File: config.mk
export PLATFORM = sky130hd
export DESIGN_NAME = sync_bus
export DESIGN_NICKNAME = d
export VERILOG_FILES = /design/src/rtl/sync_bus_pkg.sv /design/src/rtl/sync_bus_regfile.sv /design/src/rtl/sync_bus.sv
export SDC_FILE = /design/constraint.sdc
export NUM_CORES = 2
export LEC_CHECK = 0
export CAP_MARGIN = 20
export CORE_ASPECT_RATIO = 1.25
export CORE_UTILIZATION = 32
export CTS_CLUSTER_SIZE = 20
export DETAILED_ROUTE_END_ITERATION = 10
export SLEW_MARGIN = 15
export SYNTH_ARGS = -nofsm -noshare
export SYNTH_HDL_FRONTEND = slang
export SYNTH_SLANG_ARGS = --single-unit
File: constraint.sdc
create_clock -name clk -period 4.5 [get_ports clk]
set_input_delay 0.9 -clock clk [delete_from_list [all_inputs] [get_ports clk]]
set_output_delay 0.9 -clock clk [all_outputs]
set_load 0.01 [all_outputs]
File: src/rtl/sync_bus_pkg.sv
// Shared definitions for the sync_bus responder.
//   state_e          : transaction FSM states (IDLE -> WAIT -> GRANT -> IDLE)
//   DEF_ADDR_W       : default address width
//   DEF_DATA_W       : default data width
//   TXN_CNT_W        : width of the completed-transaction counter
package sync_bus_pkg;

    typedef enum logic [1:0] {
        IDLE  = 2'd0,
        WAIT  = 2'd1,
        GRANT = 2'd2
    } state_e;

    localparam int DEF_ADDR_W = 8;
    localparam int DEF_DATA_W = 8;
    localparam int TXN_CNT_W  = 16;

endpackage

File: src/rtl/sync_bus_regfile.sv
// DEPTH x DATA_W register array for sync_bus.
//   clk      : clock, posedge
//   rst_n    : synchronous active-low clear of every entry
//   wr_en    : write strobe
//   wr_addr  : write index
//   wr_data  : write value
//   rd_addr  : combinational read index
//   rd_data  : combinational read value
module sync_bus_regfile
    import sync_bus_pkg::*;
#(
    parameter int ADDR_W = DEF_ADDR_W,
    parameter int DATA_W = DEF_DATA_W,
    parameter int DEPTH  = 2**ADDR_W
)(
    input  logic              clk,
    input  logic              rst_n,
    input  logic              wr_en,
    input  logic [ADDR_W-1:0] wr_addr,
    input  logic [DATA_W-1:0] wr_data,
    input  logic [ADDR_W-1:0] rd_addr,
    output logic [DATA_W-1:0] rd_data
);

    logic [DATA_W-1:0] mem_r [DEPTH];

    // Storage: clear has priority over any write in the same cycle.
    always_ff @(posedge clk) begin
        if (!rst_n) begin
            for (int i = 0; i < DEPTH; i++) begin
                mem_r[i] <= '0;
            end
        end else if (wr_en) begin
            mem_r[wr_addr] <= wr_data;
        end
    end

    assign rd_data = mem_r[rd_addr];

endmodule

File: src/rtl/sync_bus.sv
// Single-target synchronous bus responder. A request seen in IDLE is
// captured and granted exactly GNT_DELAY cycles later with a one-cycle
// gnt pulse; reads present data on rdata/rdata_oe in that grant cycle,
// writes commit to the register array at the grant's closing edge.
//   clk, rst_n : clock and synchronous active-low reset
//   req, we, addr, wdata : master request, captured together in IDLE
//   gnt        : one-cycle completion pulse
//   rdata, rdata_oe : read data lane and its drive enable (grant-read only)
//   busy       : transaction in flight
//   txn_count  : completed transactions, wrapping
module sync_bus
    import sync_bus_pkg::*;
#(
    parameter int ADDR_W    = DEF_ADDR_W,
    parameter int DATA_W    = DEF_DATA_W,
    parameter int DEPTH     = 2**ADDR_W,
    parameter int GNT_DELAY = 2
)(
    input  logic                 clk,
    input  logic                 rst_n,
    input  logic                 req,
    input  logic                 we,
    input  logic [ADDR_W-1:0]    addr,
    input  logic [DATA_W-1:0]    wdata,
    output logic                 gnt,
    output logic [DATA_W-1:0]    rdata,
    output logic                 rdata_oe,
    output logic                 busy,
    output logic [TXN_CNT_W-1:0] txn_count
);

    generate
        if (GNT_DELAY < 1 || GNT_DELAY > 3) begin : g_bad_delay
            $error("sync_bus: GNT_DELAY must be within 1..3");
        end
        if (DEPTH != 2**ADDR_W) begin : g_bad_depth
            $error("sync_bus: DEPTH must equal 2**ADDR_W");
        end
    endgenerate

    // WAIT lasts GNT_DELAY-1 cycles; a delay of 1 skips WAIT entirely.
    localparam logic [1:0] DELAY_LOAD  = 2'(GNT_DELAY - 1);
    localparam state_e     FIRST_STATE = (GNT_DELAY == 1) ? GRANT : WAIT;

    state_e              state_r, state_nxt_s;
    logic [1:0]          cnt_r, cnt_nxt_s;
    logic                we_r;
    logic [ADDR_W-1:0]   addr_r;
    logic [DATA_W-1:0]   wdata_r;
    logic                gnt_r, rdata_oe_r, busy_r;
    logic [DATA_W-1:0]   rdata_r;
    logic [TXN_CNT_W-1:0] txn_cnt_r;

    logic                accept_s;
    logic                nxt_we_s;
    logic [ADDR_W-1:0]   rd_addr_s;
    logic [DATA_W-1:0]   rd_data_s;
    logic                wr_en_s;

    // Next-state and delay-counter logic.
    always_comb begin
        state_nxt_s = state_r;
        cnt_nxt_s   = cnt_r;
        case (state_r)
            IDLE: begin
                if (req) begin
                    state_nxt_s = FIRST_STATE;
                    cnt_nxt_s   = DELAY_LOAD;
                end else begin
                    state_nxt_s = IDLE;
                end
            end
            WAIT: begin
                if (cnt_r <= 2'd1) begin
                    state_nxt_s = GRANT;
                    cnt_nxt_s   = 2'd0;
                end else begin
                    cnt_nxt_s   = cnt_r - 2'd1;
                end
            end
            GRANT:   state_nxt_s = IDLE;
            default: state_nxt_s = IDLE;
        endcase
    end

    // Outputs are registered one edge early, so the read address and
    // direction must come from the live inputs when IDLE jumps to GRANT.
    always_comb begin
        accept_s = (state_r == IDLE) && req;
        if (accept_s) begin
            nxt_we_s  = we;
            rd_addr_s = addr;
        end else begin
            nxt_we_s  = we_r;
            rd_addr_s = addr_r;
        end
        wr_en_s = (state_r == GRANT) && we_r;
    end

    // FSM state, capture registers, registered outputs and counter.
    always_ff @(posedge clk) begin
        if (!rst_n) begin
            state_r    <= IDLE;
            cnt_r      <= 2'd0;
            we_r       <= 1'b0;
            addr_r     <= '0;
            wdata_r    <= '0;
            gnt_r      <= 1'b0;
            busy_r     <= 1'b0;
            rdata_r    <= '0;
            rdata_oe_r <= 1'b0;
            txn_cnt_r  <= '0;
        end else begin
            state_r <= state_nxt_s;
            cnt_r   <= cnt_nxt_s;
            if (accept_s) begin
                we_r    <= we;
                addr_r  <= addr;
                wdata_r <= wdata;
            end
            gnt_r  <= (state_nxt_s == GRANT);
            busy_r <= (state_nxt_s != IDLE);
            if ((state_nxt_s == GRANT) && !nxt_we_s) begin
                rdata_r    <= rd_data_s;
                rdata_oe_r <= 1'b1;
            end else begin
                rdata_r    <= '0;
                rdata_oe_r <= 1'b0;
            end
            if (state_r == GRANT) begin
                txn_cnt_r <= txn_cnt_r + TXN_CNT_W'(1'b1);
            end
        end
    end

    sync_bus_regfile #(
        .ADDR_W (ADDR_W),
        .DATA_W (DATA_W),
        .DEPTH  (DEPTH)
    ) u_regfile (
        .clk     (clk),
        .rst_n   (rst_n),
        .wr_en   (wr_en_s),
        .wr_addr (addr_r),
        .wr_data (wdata_r),
        .rd_addr (rd_addr_s),
        .rd_data (rd_data_s)
    );

    assign gnt       = gnt_r;
    assign rdata     = rdata_r;
    assign rdata_oe  = rdata_oe_r;
    assign busy      = busy_r;
    assign txn_count = txn_cnt_r;

endmodule

After elaboration in Yosys (flattened, before gate mapping)
Memories as Yosys holds them, arrays and structs flattened. A register that Yosys moved wholly into a read port is not among the register bits.
Index checks and enable logic that the tools add are counted.
{"block": "word_totals", "ff_bits": 40, "ram_bits": 2048, "out_inout_bits": 27, "mem_count": 1, "rom_bits": 0, "elab_cells": 44, "input_bits": 20, "latchBits": 0}
{"name": "u_regfile.mem_r", "depth": 256, "width": 8, "read_ports": 1, "rd_ports_with_merged_regs": 1, "write_ports": 256, "line": "sync_bus_regfile.sv:25", "source": "logic [DATA_W-1:0] mem_r [DEPTH];"}
{"block": "classes", "eq_ne": 4, "n_div": 0, "reduce_logical": 11, "order_cmp": 1, "muxes": 16, "n_shift": 0, "bitwise_logic": 0, "multipliers": 0, "n_addsub": 2}
{"op": "8-bit two-way mux", "n": 3}
{"op": "16-bit by 1-bit adder with 16-bit output (second input constant)", "n": 1}
{"op": "1-bit two-way mux", "n": 8}
{"op": "2-bit one-hot mux with 2 select lines", "n": 2}
{"op": "8-bit OR reduction", "n": 1}
{"op": "2-bit two-way mux", "n": 3}
{"op": "2-bit == test (second input constant)", "n": 2}
{"op": "2-bit AND reduction", "n": 2}
{"op": "2-bit nonzero test", "n": 2}
{"op": "1-bit logical AND", "n": 3}
{"op": "2-bit by 1-bit == test with 1-bit output (second input constant)", "n": 1}
{"op": "2-bit by 1-bit <= comparator with 1-bit output (second input constant)", "n": 1}
{"op": "1-bit zero test", "n": 2}
{"op": "2-bit zero test", "n": 1}
{"op": "2-bit inequality test (second input constant)", "n": 1}
{"op": "2-bit by 1-bit subtractor with 2-bit output (second input constant)", "n": 1}

Logic depth before layout (Yosys ltp)
{"block": "logic_depth", "depth_word": 7, "ltp_mapped": 15, "mapped_depth_nobuf": 9}

Hierarchy
From an unflattened synthesis, not the netlist that was laid out.
{"block": "unflattened", "hier_cells": 6862, "area_unflattened_um2": 97661.2}
{"module": "sync_bus_regfile", "area_per_inst_um2": 95835.7, "seq_area_each_um2": 61499.0, "cells_each": 6677, "instances": 1}
{"module": "sync_bus", "area_per_inst_um2": 1825.5, "seq_area_each_um2": 960.9, "cells_each": 185, "instances": 1}

Worst setup path before layout
OpenSTA, ideal clock, no wires.
{"block": "synth_path", "path_type": "in2reg", "start": "in req", "end": "reg rdata_r[4] (netlist: rdata[4]) (read register of u_regfile.mem_r)", "n_path_buf": 5, "required_time_ns": 4.370, "t_arrival_ns": 3.127, "setup_time_ns": 0.130, "path_slack_ns": 1.242, "stages": 11, "cell_sequence": "nor3b_1 > buf_4 > mux2i_2 > buf_4 > buf_4 > clkbuf_1 > clkbuf_1 > o21ai_0 > a22o_1 > nor4_1 > o22ai_1"}
{"block": "synth_via", "elab_chain_cells": 6, "elab_cells_between_ends": 10, "classes_between": "eq/ne (1); mux (4); reduce/logical (5)"}
{"item": "start, declared", "line": "sync_bus.sv:21", "source": "input logic req,"}
{"item": "1-bit two-way mux or 1-bit logical AND (tied branches)", "line": "sync_bus.sv:66, sync_bus.sv:89"}
{"item": "2-bit one-hot mux with 2 select lines or 1-bit two-way mux (tied branches)", "line": "sync_bus.sv:64, sync_bus.sv:90"}
{"item": "2-bit == test or 1-bit zero test (tied branches)", "line": "sync_bus.sv:123", "source": "if ((state_nxt_s == GRANT) && !nxt_we_s) begin"}
{"item": "1-bit logical AND", "line": "sync_bus.sv:123"}
{"item": "2-bit AND reduction (no source line)"}
{"item": "1-bit zero test (no source line)"}
{"item": "end, declared", "line": "sync_bus.sv:51", "source": "logic [DATA_W-1:0] rdata_r;"}
Several ways; a longest one is shown, not always the timed one.
A chain may end at the register's enable or synchronous reset.

Worst setup path after layout
{"block": "layout_path", "start": "in req", "end": "reg rdata_r[2] (netlist: rdata[2]) (read register of u_regfile.mem_r)"}
Same word-level chain as after synthesis.

==> results.py <==
metrics = {
    "run_status": {
        "status": "finished with violations",
        "failed_checks": "setup timing",
    },
    "worst_setup_path": {
        "critical_path_class": "input pin to register",
        "critPathCaptureType": "register",
        "start_kind": "input pin",
        "cp.arrival_ns": 5.36,
        "cp_max_fo": 8,
        "critPathRequiredTime_ns": 5.24,
    },
    "clock_tree": {
        "clk_pin_slew_ns": 0.07,
        "cts-root-buf": "clkbuf_16",
        "clockBufferDepth": 4,
        "h-tree-depth": 4,
        "hold_buffers": 0,
        "cts_buffers": 206,
        "clock-sinks": 2096,
        "cts_tree": "yes",
        "clk_latency_ns": 0.90,
    },
    "cells_and_area": {
        "nets": 9368,
        "drive_gt1_frac": 0.144,
        "area_growth_syn_to_layout_pct": 17.4,
        "seqCellArea_sq_mm": 0.0625,
        "mostFrequentLayoutCell": "nand2_1",
        "final_cell_mix": "nand2_1 (2105), and3_1 (2072), edfxtp_1 (2048), buf_4 (833), nand3_1 (598)",
        "final-instance-count-excl-fill": 13655,
        "multi_input_area_sq_mm": 0.0330,
        "n_fill_cell": 29623,
    },
    "routing": {
        "first_pass_iters": 6,
        "first_iter_violations": 10083,
        "vias_per_cell": 5.59,
        "drcViolationCount": 0,
        "vias": 76333,
        "post_drt_wl_per_cell_microns": 25.8,
        "drt-total-wl_mm": 352,
        "final_antenna_net_count": 0,
    },
    "logic_synthesis": {
        "yosysTopAreaCellShare": 0.617,
        "synth.yosys.seq_area_share": 0.626,
        "synth_edf_count": 2048,
        "ys_types": 77,
        "avgSynthCellArea_sq_um": 10.8,
        "syn-cell-area_sq_mm": 0.0997,
        "synthTopCellsByArea": "edfxtp_1 (62%), and3_1 (13%), nand2_1 (7.9%)",
        "synth_ff_type": "edfxtp_1",
        "synthCells": 9201,
        "synth_warnings": 0,
        "ys_seq_elements": 2096,
        "synthArstFlopShare": 0,
        "synth_nets": 9222,
        "synth_area_leader_cell": "edfxtp_1",
    },
    "place": {
        "numPortBuffers": 46,
        "finalWeightedCongestion": 0.935,
        "dpl.hpwl_mm": 226,
        "dp_cells": 13276,
    },
    "sta": {
        "hold_violations": 0,
        "grt_setup_unrepaired": "no",
        "fmax_mhz": 217,
        "setup_ws_ns": -0.117,
        "skew_ns": 0.0584,
        "tns_ns": -0.117,
        "slew_violations": 0,
        "relSlewSlack": 0.187,
        "worst_pin_slew_ns": 1.22,
        "fin_crit_sh": 1.03,
        "setup_viol": 1,
        "fin_crit_ns": 4.62,
    },
    "run": {
        "max_cap_viol_count": 0,
    },
    "floorplan": {
        "die_x_microns": 501,
        "initial_core_util": 0.323,
        "ioPinCount": 47,
        "rows": 228,
        "die_h_microns": 626,
        "coreArea_sq_mm": 0.309,
        "die_area_sq_mm": 0.314,
    },
    "global_route": {
        "grt_pass1_vias": 73804,
        "antenna_found_initial": 15,
        "track_usage": 0.218,
        "grt_pass1_wl_mm": 509,
        "grt_start_max_net_pins": 167,
        "grt_remaining_overflow": 0,
    },
    "power": {
        "p_per_area_mw_per_mm2": 390,
        "peakVddDrop_mv": 0.298,
        "leakage_nw": 50.4,
    },
    "worst_hold_path": {
        "hold_path_class": "input pin to register",
    },
}
==> Yosys cell counts (7+ instances only) <==
cell type / number
o211ai_1: 7
a221oi_1: 17
and2_1: 39
nor4_1: 10
buf_6: 14
a311oi_1: 17
nand3_1: 598
buf_4: 37
o22ai_1: 19
nand4_1: 62
nand2b_1: 14
xnor2_1: 11
a21boi_0: 14
o21ai_0: 30
buf_2: 188
a2111oi_0: 9
a211oi_1: 15
o221ai_1: 21
clkbuf_1: 821
dfxtp_1: 48
o2111ai_1: 28
and3_1: 2072
a22oi_1: 93
nand2_1: 2105
mux4_2: 15
nor3_1: 35
edfxtp_1: 2048
buf_1: 32
a31oi_1: 112
a21oi_1: 272
a32oi_1: 52
nor2_1: 73
mux2i_1: 168
==> sequential cells by signal, summed over array words and instances (netlist names) <==
register         flops
we_r                 1
rdata                8
gnt                  1
u_regfile.mem_r   2048
state_r              2
rdata_oe             1
txn_count           16
busy                 1
addr_r               8
wdata_r              8
cnt_r                2
==> path summary, 6_finish.rpt <==
kind	startpoint	to	slack, ns	cells past startpoint
min	rst_n	wdata_r[4]	0.38	2
max	req	rdata[2]	-0.12	13
min reg2reg	cnt_r[1]	cnt_r[1]	0.48	2
max reg2reg	state_r[0]	rdata[2]	0.15	12
==> per-layer routing <==
layer / global-route usage / vias to the layer above / wire length (microns) / part of all wire
met5: 0 / - / 11 / 0.000031
met4: 0.143 / 2 / 25700 / 0.073
met3: 0.0271 / 834 / 27300 / 0.078
met2: 0.361 / 3778 / 168000 / 0.48
met1: 0.266 / 38066 / 131000 / 0.37
li1: - / 33653 / - / -
==> where the power goes <==
group	total (mW)	leakage (nW)	internal [mW]	switching (mW)
logic	5.61	25.8	1.79	3.82
clock network	17.7	3.23	9.99	7.72
registers	22.3	21.4	22.0	0.319
==> timing repair <==
item | 4_1_cts | 5_1_grt
gates resized for setup | 3 | 1
setup buffers | 0 | 3
pin swaps | 0 | 1
setup endpoints to repair | 3 | 3
==> final cells by class <==
cell class | instances | area share
Sequential cell | 2096 | 0.534
Clock buffer | 245 | 0.0460
Timing Repair Buffer | 1030 | 0.0832
Tap cell | 4140 | 0.0442
Antenna cell | 9 | 0.000192
Clock inverter | 122 | 0.0107
Inverter | 4 | 0.000128
Multi-Input combinational cell | 6009 | 0.282
==> cells by family after synthesis <==
family	share of synthesized area
AO/OA/AOI/OAI	0.0493
XOR/XNOR	0.00105
adder cells (fa/ha/maj)	0.000125
buffers and inverters	0.0461
flip-flops	0.626
multiplexers	0.0212
AND/OR/NAND/NOR	0.256
==> stage by stage <==
step | area [sq um] | total power, mW | worst slack [ns] | util | hold WS, ns
6_report | 117000 | 45.6 | -0.117 | 0.379 | 0.381
5_1_grt | 117000 | 46.6 | 0.0557 | 0.379 | 0.371
4_1_cts | 117000 | 45.6 | 0.0245 | 0.378 | 0.322
3_5_place_dp | 110000 | 28.2 | -1.07 | 0.357 | 0.473
3_3_place_gp | 110000 | 28.2 | -1.05 | 0.357 | 0.455
2_1_floorplan | 99700 | 25.2 | 1.24 | - | 0.440
==> worst max-delay path: stages <==
cell and delay [ns]:
clkdlybuf4s50_1 0.64, nor3b_2 0.55, buf_4 0.31, mux2i_4 0.11, buf_12 0.20, buf_4 0.16, nor2_1 0.50, a32o_1 0.26
a221oi_1 0.07, o22ai_1 0.25, a221oi_1 0.22, nor4_1 0.92, o221ai_1 0.24
(Power assumes the default switching activity.)
